`src/rtl/ssd_scan_pwm.sv`:
```
// ssd_scan_pwm: time-multiplexed scanner for NUM_DIGITS common-anode
// seven-segment digits.
//
// Features:
//   - per-digit enable (blanking) and per-digit blink
//   - global PWM brightness applied inside each digit slot
//   - one-cycle frame-complete tick
//
// Pipeline:
//   stage 0  scan counters (slot_cnt, digit_idx, frame_cnt, blink_phase)
//   stage 1  slot-start latch of the digit's data/brightness/visibility,
//            plus a delayed copy of slot_cnt aligned with that latch
//   stage 2  registered pin drive (an, seg_out)
//
// All pin outputs are registered, so the anodes never glitch. At most one
// anode is low at any time, because the anode pattern is built from a
// single latched index.
module ssd_scan_pwm #(
  parameter int NUM_DIGITS   = 8,
  parameter int REFRESH_DIV  = 100000,
  parameter int BRIGHT_W     = 4,
  parameter int BLINK_FRAMES = 64
) (
  input  logic                    clk,
  input  logic                    reset,
  input  logic [8*NUM_DIGITS-1:0] seg_data,
  input  logic [NUM_DIGITS-1:0]   digit_en,
  input  logic [NUM_DIGITS-1:0]   blink_en,
  input  logic [BRIGHT_W-1:0]     brightness,
  output logic [7:0]              seg_out,
  output logic [NUM_DIGITS-1:0]   an,
  output logic                    frame_tick
);

  // Counter widths; the max(1, ...) guards keep degenerate
  // parameter values legal.
  localparam int SW    = $clog2(REFRESH_DIV);
  localparam int IW    = (NUM_DIGITS > 1) ? $clog2(NUM_DIGITS) : 1;
  localparam int FW    = (BLINK_FRAMES > 1) ? $clog2(BLINK_FRAMES) : 1;
  localparam int SLICE = REFRESH_DIV >> BRIGHT_W;

  // Terminal counts, sized to their counters so every compare is
  // width-clean.
  localparam logic [SW-1:0] SLOT_LAST  = SW'(REFRESH_DIV - 1);
  localparam logic [IW-1:0] DIGIT_LAST = IW'(NUM_DIGITS - 1);
  localparam logic [FW-1:0] FRAME_LAST = FW'(BLINK_FRAMES - 1);
  localparam logic [SW:0]   SLICE_W    = (SW+1)'(SLICE);

  // ---------------------------------------------------------------------
  // Stage 0: scan counters
  // ---------------------------------------------------------------------
  logic [SW-1:0] slot_cnt;
  logic [IW-1:0] digit_idx;
  logic [FW-1:0] frame_cnt;
  logic          blink_phase;

  // ---------------------------------------------------------------------
  // Stage 1: slot-start latch
  // ---------------------------------------------------------------------
  logic [7:0]          cur_seg;
  logic [BRIGHT_W-1:0] cur_bright;
  logic                lit_ok;
  logic [IW-1:0]       cur_idx;
  logic [SW-1:0]       slot_q;

  // ---------------------------------------------------------------------
  // Combinational next-state / decode
  // ---------------------------------------------------------------------
  logic          slot_last;
  logic          digit_last;
  logic          frame_last;
  logic          frame_wrap;
  logic [SW-1:0] slot_nxt;
  logic [IW-1:0] digit_nxt;
  logic [FW-1:0] frame_nxt;
  logic          blink_nxt;
  logic [7:0]    sel_seg;
  logic          sel_en;
  logic          sel_blink;
  logic          sel_lit;
  logic [SW:0]   thresh;
  logic          on_nxt;

  // Counter terminal detection and wrap-explicit next values.
  always_comb begin
    slot_last  = (slot_cnt == SLOT_LAST);
    digit_last = (digit_idx == DIGIT_LAST);
    frame_last = (frame_cnt == FRAME_LAST);
    frame_wrap = slot_last & digit_last;

    slot_nxt   = slot_last ? '0 : slot_cnt + 1'b1;

    digit_nxt  = digit_idx;
    if (slot_last) begin
      digit_nxt = digit_last ? '0 : digit_idx + 1'b1;
    end

    frame_nxt  = frame_cnt;
    blink_nxt  = blink_phase;
    if (frame_wrap) begin
      frame_nxt = frame_last ? '0 : frame_cnt + 1'b1;
      if (frame_last) begin
        blink_nxt = ~blink_phase;
      end
    end
  end

  // Select the current digit's byte and control bits. A decode loop is
  // used rather than a variable part-select so that indices outside
  // 0..NUM_DIGITS-1 simply select nothing.
  always_comb begin
    sel_seg   = 8'hFF;
    sel_en    = 1'b0;
    sel_blink = 1'b0;
    for (int k = 0; k < NUM_DIGITS; k++) begin
      if (digit_idx == IW'(k)) begin
        sel_seg   = seg_data[8*k +: 8];
        sel_en    = digit_en[k];
        sel_blink = blink_en[k];
      end
    end
    // Visible only if enabled, and not blanked by the blink-off phase.
    sel_lit = sel_en & ~(sel_blink & blink_phase);
  end

  // PWM compare.
  //   - slot_q is slot_cnt delayed to line up with the latched
  //     brightness.
  //   - The top brightness code still leaves the final slice (plus any
  //     remainder of REFRESH_DIV) dark, which gives the anti-ghost gap
  //     between digits.
  always_comb begin
    thresh = (SW+1)'(cur_bright) * SLICE_W;
    on_nxt = lit_ok & ({1'b0, slot_q} < thresh);
  end

  // ---------------------------------------------------------------------
  // Sequential logic
  // ---------------------------------------------------------------------

  // Scan counters: slot, digit, frame and blink phase.
  always_ff @(posedge clk) begin
    if (!reset) begin
      slot_cnt    <= '0;
      digit_idx   <= '0;
      frame_cnt   <= '0;
      blink_phase <= 1'b0;
    end else begin
      slot_cnt    <= slot_nxt;
      digit_idx   <= digit_nxt;
      frame_cnt   <= frame_nxt;
      blink_phase <= blink_nxt;
    end
  end

  // Frame tick: high for the first cycle after digit_idx wraps to 0.
  always_ff @(posedge clk) begin
    if (!reset) begin
      frame_tick <= 1'b0;
    end else begin
      frame_tick <= frame_wrap;
    end
  end

  // Slot-start latch: inputs are sampled once per slot, so input changes
  // made mid-slot only take effect from the next slot.
  always_ff @(posedge clk) begin
    if (!reset) begin
      cur_seg    <= 8'hFF;
      cur_bright <= '0;
      lit_ok     <= 1'b0;
      cur_idx    <= '0;
    end else if (slot_cnt == '0) begin
      cur_seg    <= sel_seg;
      cur_bright <= brightness;
      lit_ok     <= sel_lit;
      cur_idx    <= digit_idx;
    end
  end

  // Delayed slot position, aligned with the latched slot data.
  always_ff @(posedge clk) begin
    if (!reset) begin
      slot_q <= '0;
    end else begin
      slot_q <= slot_cnt;
    end
  end

  // Registered pin drive: when the digit is lit, exactly one anode goes
  // low and the latched segment byte is driven; otherwise everything is
  // dark.
  always_ff @(posedge clk) begin
    if (!reset) begin
      an      <= '1;
      seg_out <= 8'hFF;
    end else if (on_nxt) begin
      an      <= ~(NUM_DIGITS'(1) << cur_idx);
      seg_out <= cur_seg;
    end else begin
      an      <= '1;
      seg_out <= 8'hFF;
    end
  end

endmodule

```
`config.mk`:
```
export PLATFORM = sky130hd
export DESIGN_NAME = ssd_scan_pwm
export DESIGN_NICKNAME = d
export VERILOG_FILES = /design/src/rtl/ssd_scan_pwm.sv
export SDC_FILE = /design/constraint.sdc
export NUM_CORES = 1
export LEC_CHECK = 0
export CAP_MARGIN = 20
export CORE_MARGIN = 4
export CORE_UTILIZATION = 55
export CTS_CLUSTER_SIZE = 8
export DETAILED_ROUTE_END_ITERATION = 7
export DONT_BUFFER_PORTS = 1
export HOLD_SLACK_MARGIN = 0.12
export PLACE_DENSITY = 0.77
export SYNTH_ARGS = -nofsm -noshare
export SYNTH_HDL_FRONTEND = slang
export SYNTH_SLANG_ARGS = --single-unit
```
`constraint.sdc`:
```
create_clock -name clk -period 5.79 [get_ports clk]
set_input_delay 0.579 -clock clk [delete_from_list [all_inputs] [get_ports clk]]
set_output_delay 0.579 -clock clk [all_outputs]
set_load 0.005 [all_outputs]
```
==> flow_summary.ini, run 1 <==
[die]
design.core.area_um2 = 7810
dieHeight_um = 98.1
fp-row-count = 32
ios = 103
initial_core_util_pct = 57.2
fp.dieArea_um2 = 9630
floorplan.die.width_um = 98.1

[detailed_routing]
detailroute.wirelength.met3_um = 596
drcViolationCount = 0
wirelength_met1_um = 4800
detail-route-antenna-nets = 0
vias = 3725
detailed_route_wire_length_um = 10500
first_pass_iters = 5
route.met2.wl_um = 4900
route.top_layer_used = met4
wl_per_cell_um = 17.0
drt_first_iter_violations = 217
vias_per_cell = 6.05

[final_layout]
seqCellArea_um2 = 1520
final_core_utilization_pct = 60.6
n_antenna_cell = 0
post_route_cells_drive_above_1_share_pct = 6.23
area_delta_synth_final_pct = 5.88
multi_input_comb_area_um2 = 2740
fillerInstances = 696
final_cell_count_no_fill = 616
fin_nets = 637

[pwr]
cellPowerDensity_nw_per_um2 = 241
internal_power_uw = 854
p_sw_share_pct = 25.2
clock_power_share_pct = 40.1
power_switching_uw = 288
p_leak_uw = 0.00183
seq_power_share_pct = 48.3
combinational_fraction_of_design_power_pct = 11.7
max-vdd-ir-drop_mv = 0.139

[placement]
placedCellCount = 599
gp_congestion = 0.960
detailedPlacementHpwl_um = 7850
port_buffers = 0

[cts]
numCtsBuffers = 9
clock_tree.htree_level_count = 3
post-cts-setup-buffer-count = 0
clockBufferDepth = 2
clock_tree.root_cell = clkbuf_8
clkLatencyLatePin_ns = 0.34
number_of_gates_resized_after_cts = 0
cts_tree = yes
cts_hold_buffers = 0
clkSlewWorstSetupHoldPaths_ns = 0.08
clock-sinks = 76

[grt]
grt_usage_pct = 21.4
grt_max_degree = 47
grt_pass1_vias = 3513
grt_overflow = 0
number_of_antenna_violations_at_the_first_check_in_global_routing = 0
grt_pass1_wl_um = 17000

[logic_synthesis]
fraction_of_the_mapped_netlist_area_in_compound_gates_pct = 19.2
post_synth_fa_ha_maj_area_fraction_pct = 11.8
synth_nets = 653
post_synth_xor_area_fraction_pct = 5.49
mean_cell_area_of_the_mapped_netlist_um2 = 8.51
synth.ff_latch_count = 76
postSynth.topFlopCell = dfxtp_1
largest_family_of_logic_cells_by_synthesized_area = simple AND/OR/NAND/NOR gates
fraction_of_synthesis_flops_using_an_asynchronous_set_or_reset_pin_pct = 0
synth-simple-area-share_pct = 24.9
post_synth_instance_area_um2 = 4470
synth.distinct_cells = 52
synth_instances = 525
mux_contribution_to_synthesized_area_pct = 0
synth_warnings = 0
synth_enable_flop_cells = 0
synth-seq-area-share_pct = 34.0

[timing]
grt_setup_unrepaired = no
period_minus_slack_ns = 4.38
tns_ns = 0
final.setup_skew_ns = 0.00798
max_freq_mhz = 228
post-route-period-util_pct = 75.7
hold_slack_ns = 0.321
timing_worst_slew_pin_value_ns = 0.938
max_slew_headroom_pct = 37.5
finalMaxSlewViolations = 0
setup_violations = 0
final_report_hold_violation_count = 0

[worst_setup_path]
setup.worst_path.class = reg2reg
cp_max_fo = 16
cp-start-kind = flip-flop
worst-endpoint-arrival_ns = 4.60
critical_path.endpoint_type = flip-flop
required_arrival_time_at_the_worst_endpoint_ns = 6.00

[run_status]
status = finished, final reports clean

[job]
max_cap_viol_count = 0

[worst_hold_path]
min_path_type = in2reg
==> power by group through the flow <==
| stage | registers [µW] | logic, µW | clock network [µW] |
|---|---|---|---|
| after floorplan | 559 | 109 | 0 |
| after global placement | 562 | 127 | 0 |
| after detailed placement | 564 | 132 | 0 |
| after CTS | 551 | 133 | 469 |
| final | 551 | 133 | 458 |
| after global routing | 554 | 153 | 495 |
==> synth_stat cells (3+ instances only) <==
cell,count,share of area (%)
inv_1,24,2.0
a22oi_1,8,1.3
nand4_1,7,0.98
ha_1,42,12
dfxtp_1,76,34
a21boi_1,4,0.67
a311o_1,7,1.6
a21boi_0,11,1.8
or3_1,5,0.70
and2_1,23,3.2
o311ai_0,15,2.9
o21ai_0,22,2.5
xor2_1,16,3.1
clkbuf_1,22,1.8
buf_2,6,0.67
nor2b_1,12,1.7
nor2_1,22,1.8
a31oi_1,6,0.84
nand2b_1,8,1.1
a21o_1,3,0.50
nor3_1,8,0.90
and3_1,8,1.1
or4b_2,3,0.67
nand3_1,24,2.7
nor3b_1,10,1.7
or2_2,8,1.1
a21oi_1,13,1.5
xnor2_1,12,2.4
a211oi_1,4,0.67
or4_1,4,0.67
nand2_1,59,5.0
a22o_1,7,1.4
==> final timing paths <==
kind            startpoint         end  slack, ns  cells after the start
max          cur_bright[1]       an[5]       1.41                     15
min                  reset  cur_seg[2]       0.32                      1
max reg2reg  cur_bright[1]       an[5]       1.41                     15
min reg2reg     cur_seg[0]  seg_out[0]       0.45                      1
==> kinds of logic after synthesis <==
logic type | Yosys count
AND/OR/NAND/NOR | 207
AO/OA/AOI/OAI | 119
flip-flops | 76
buffers and inverters | 53
adder cells (fa/ha/maj) | 42
XOR/XNOR | 28
==> cells in the final DEF, fill, tap and decap left out, types with 5 or more instances in the layout <==
cell / Yosys / final
inv_1: 24 / 24
a21oi_1: 13 / 13
dfxtp_1: 76 / 76
a31oi_1: 6 / 6
nor3_1: 8 / 8
xor2_1: 16 / 16
a21boi_0: 11 / 11
nor3b_1: 10 / 10
o311ai_0: 15 / 15
and2_1: 23 / 23
nand2b_1: 8 / 8
o21ai_0: 22 / 22
and3_1: 8 / 8
a22o_1: 7 / 7
nand4_1: 7 / 7
nor2b_1: 12 / 12
nand2_1: 59 / 59
a22oi_1: 8 / 8
clkbuf_8: 0 / 10
nor2_1: 22 / 22
a311o_1: 7 / 7
xnor2_1: 12 / 12
nand3_1: 24 / 24
or2_2: 8 / 8
ha_1: 42 / 42
or3_1: 5 / 5
==> through the flow <==
step / power, µW / area [µm²] / setup slack (ns)
after floorplan: 668 / 4470 / 2.01
after global placement: 689 / 4480 / 1.62
after detailed placement: 696 / 4480 / 1.46
after CTS: 1150 / 4720 / 1.43
after global routing: 1200 / 4730 / 1.04
final: 1140 / 4730 / 1.41
==> layer usage <==
| metal | track usage (%) | up-vias |
|---|---|---|
| met5 | 0 | - |
| met2 | 33.7 | 112 |
| met4 | 4.41 | 0 |
| li1 | - | 1848 |
| met3 | 5.57 | 18 |
| met1 | 29.7 | 1747 |
==> flip-flops by register name, indices dropped and copies added, names as in the netlist <==
name,count
frame_tick,1
blink_phase,1
digit_idx,3
slot_q,16
seg_out,8
cur_idx,3
frame_cnt,6
an,8
cur_seg,8
cur_bright,4
slot_cnt,17
lit_ok,1
==> area by class of cell <==
| type | instances | area share [%] |
|---|---|---|
| well taps | 102 | 2.70 |
| flip-flops and latches | 76 | 32.2 |
| clock inverters | 6 | 2.01 |
| multi-input cells | 396 | 57.9 |
| repair buffers | 1 | 0.317 |
| clock buffers | 10 | 2.91 |
| inverters | 25 | 1.98 |
==> critical path, cell delays in order, from the launching register on <==
cell and delay, ns:
dfxtp_1 0.37, ha_1 0.25, xor2_1 0.16, ha_1 0.19, a21o_1 0.15, ha_1 0.31, a21o_1 0.17, a21oi_1 0.27
o21bai_1 0.18, o311ai_0 0.34, ha_1 0.31, a21oi_1 0.13, o21ai_0 0.10, a211oi_1 0.25, o211ai_1 0.37, or4b_2 0.71
Power figures use the tool's default switching activity.
==> run 2, diff against run 1 <==
- ABC_AREA: not set -> 1
- clock period: 5.79 -> 4.05 ns (I/O delays scaled with it)
==> run 2 against run 1 <==
Compared with the run above: die area grew 4.6%; global-route usage grew 1.6 points; cell count increased by 29%; critical path depth rose by 5; clock skew increased by 0.00075 ns; flip-flop and latch count stayed put; worst hold slack got worse by 0.16 ns; fmax is 19% higher; first-iteration DRC count increased by 14%.
==> flow_summary.ini, run 2 <==
[logic_synthesis]
postSynth.topFlopCell = dfxtp_1
synth_area_leaders = dfxtp_1 32%, nand2_1 15%, ha_1 11%
synth_enable_flop_cells = 0
yosys.area.top_type_share_pct = 32.4
synth.distinct_cells = 37
synthMostInstantiatedCell = nand2_1
synth_area_leader_cell = dfxtp_1
synth-seq-area-share_pct = 32.4
synth_warnings = 0
synth_nets = 819
post_synth_instance_area_um2 = 4690
synth_instances = 691
ys_top_cells_by_count = 185 x nand2_1, 81 x nor2_1, 77 x inv_1
synth.ff_latch_count = 76
fraction_of_synthesis_flops_using_an_asynchronous_set_or_reset_pin_pct = 0
mean_cell_area_of_the_mapped_netlist_um2 = 6.79

[cts]
clock_tree.root_cell = clkbuf_8
post-cts-setup-buffer-count = 0
numCtsBuffers = 9
clock_tree.htree_level_count = 3
clkLatencyLatePin_ns = 0.35
clock-sinks = 76
cts_tree = yes
clkSlewWorstSetupHoldPaths_ns = 0.09
cts_hold_buffers = 0
number_of_gates_resized_after_cts = 0
clockBufferDepth = 2

[final_layout]
multi_input_comb_area_um2 = 2780
largest_reg_flops = 17
fillerInstances = 807
n_antenna_cell = 0
area_delta_synth_final_pct = 5.65
final_common_cell = nand2_1
largestRegisters = slot_cnt: 17 flops, slot_q: 16 flops
seqCellArea_um2 = 1520
final_cell_mix = 185 x nand2_1, 81 x nor2_1, 77 x inv_1
registers.top_by_ff_count = slot_cnt
fin_nets = 812
post_route_cells_drive_above_1_share_pct = 5.08

[placement]
gp_congestion = 0.915
detailedPlacementHpwl_um = 8790
port_buffers = 0

[die]
fp-row-count = 33
design.core.area_um2 = 8260
floorplan.die.width_um = 100
ios = 103
fp.dieArea_um2 = 10100
dieHeight_um = 100
initial_core_util_pct = 56.8

[detailed_routing]
first_pass_iters = 5
drcViolationCount = 0
drt_first_iter_violations = 247
detailed_route_wire_length_um = 11200
wl_per_cell_um = 14.1
vias = 4318
detail-route-antenna-nets = 0
vias_per_cell = 5.44

[pwr]
max-vdd-ir-drop_mv = 0.128
p_sw_share_pct = 29.6
clock_power_share_pct = 35.8
seq_power_share_pct = 47.8
p_leak_uw = 0.00244
internal_power_uw = 1170
combinational_fraction_of_design_power_pct = 16.4
cellPowerDensity_nw_per_um2 = 337
power_switching_uw = 495

[timing]
hold_slack_ns = 0.158
post-route-period-util_pct = 91.3
setup_violations = 0
period_minus_slack_ns = 3.70
max_freq_mhz = 271
final.setup_skew_ns = 0.00873
grt_setup_unrepaired = no
max_slew_headroom_pct = 46.6
final_report_hold_violation_count = 0
timing_worst_slew_pin_value_ns = 0.799
tns_ns = 0
finalMaxSlewViolations = 0

[worst_hold_path]
min_path_type = in2reg

[grt]
grt_max_degree = 31
grt_overflow = 0
number_of_antenna_violations_at_the_first_check_in_global_routing = 0
grt_usage_pct = 23.0
grt_pass1_wl_um = 18800
grt_pass1_vias = 4172

[worst_setup_path]
setup.worst_path.class = reg2reg
crit_path_top_delay_cell = dfxtp_1
worst-endpoint-arrival_ns = 3.91
critical_path.max_stage_delay_ns = 0.46
cp-start-kind = flip-flop
worstPathCellList = inv_1 -> ha_1 -> inv_1 -> ha_1 -> ha_1 -> a21o_1 -> a22oi_1 -> nand2_1 -> nand2_1 -> o21ai_0 -> nand2_1 -> xor2_1 -> ha_1 -> nand2_1 -> inv_1 -> nand2_1 -> nand3_1 -> a31oi_1 -> buf_4 -> nand3b_1
required_arrival_time_at_the_worst_endpoint_ns = 4.26
worst_path_most_repeated_cell = nand2_1
critical_path.endpoint_type = flip-flop
cp_max_fo = 16

[job]
max_cap_viol_count = 0

[run_status]
status = finished, final reports clean
[run 2: changes by cell type in the layout (fill, tap and decap cells not counted), moves of 11 or more]
cell and delta:
a21oi_1 +29, inv_1 +53, nand3b_1 +11, nor2_1 +59, a21boi_0 -11, nor2b_1 -12, nand2_1 +126, and2_1 -23
o311ai_0 -15
[run 2: final cells by class]
type | count | area share (%)
sequential | 76 | 30.7
multi-input combinational | 512 | 56.0
clock inverter | 7 | 1.64
inverter | 84 | 6.36
clock buffer | 9 | 2.50
tap | 105 | 2.65
timing repair buffer | 1 | 0.151
[run 2: cells by family (layout without fill, tap and decap cells)]
group / count (synthesis) / after routing / synth area share, %
and+or+nand+nor: 360 / 360 / 33.7
DFF: 76 / 76 / 32.4
AOI/OAI and AO/OA: 91 / 91 / 10.8
xor gates and xnor gates: 19 / 19 / 3.54
buffers and inverters: 103 / 101 / 8.40
adders and majority gates: 42 / 42 / 11.2
[run 2: final timing paths]
path	start	end	slack (ns)	depth (start not counted)
max	cur_bright[2]	seg_out[3]	0.35	20
max reg2reg	cur_bright[2]	seg_out[3]	0.35	20
min reg2reg	cur_seg[5]	seg_out[5]	0.45	1
min	reset	slot_q[10]	0.16	2
[run 2: per-layer routing]
layer	vias up	global-route usage, %	wire [µm]
met5	-	0	0
met4	0	9.53	314
met3	27	5.00	708
li1	2213	-	-
met1	1928	28.7	4870
met2	150	38.2	5260
[run 2: per-stage QoR]
step | instances | utilization (%) | setup WS (ns) | instance area [µm²] | power, µW
floorplan | 691 | - | 0.538 | 4690 | 1020
global placement | 778 | 57.6 | 0.686 | 4750 | 1070
detailed placement | 778 | 57.6 | 0.427 | 4750 | 1090
CTS | 794 | 60.1 | 0.402 | 4960 | 1680
global route | 794 | 60.1 | 0.0145 | 4960 | 1760
finish | 794 | 60.1 | 0.353 | 4960 | 1670
[run 2: power groups by stage]
stage | Sequential [µW] | Clock (µW) | Combinational, µW
6_report | 798 | 598 | 273
3_3_place_gp | 813 | 0 | 258
5_1_grt | 802 | 640 | 317
3_5_place_dp | 815 | 0 | 271
2_1_floorplan | 807 | 0 | 217
4_1_cts | 798 | 607 | 273
[run 2: critical path: cells and delay by family, from the launching register on]
family	cells	cell delay (ns)
adders and majority gates	4	1.21
and+or+nand+nor	7	0.65
AOI/OAI and AO/OA	4	0.63
DFF	1	0.46
buffers and inverters	4	0.43
xor gates and xnor gates	1	0.17
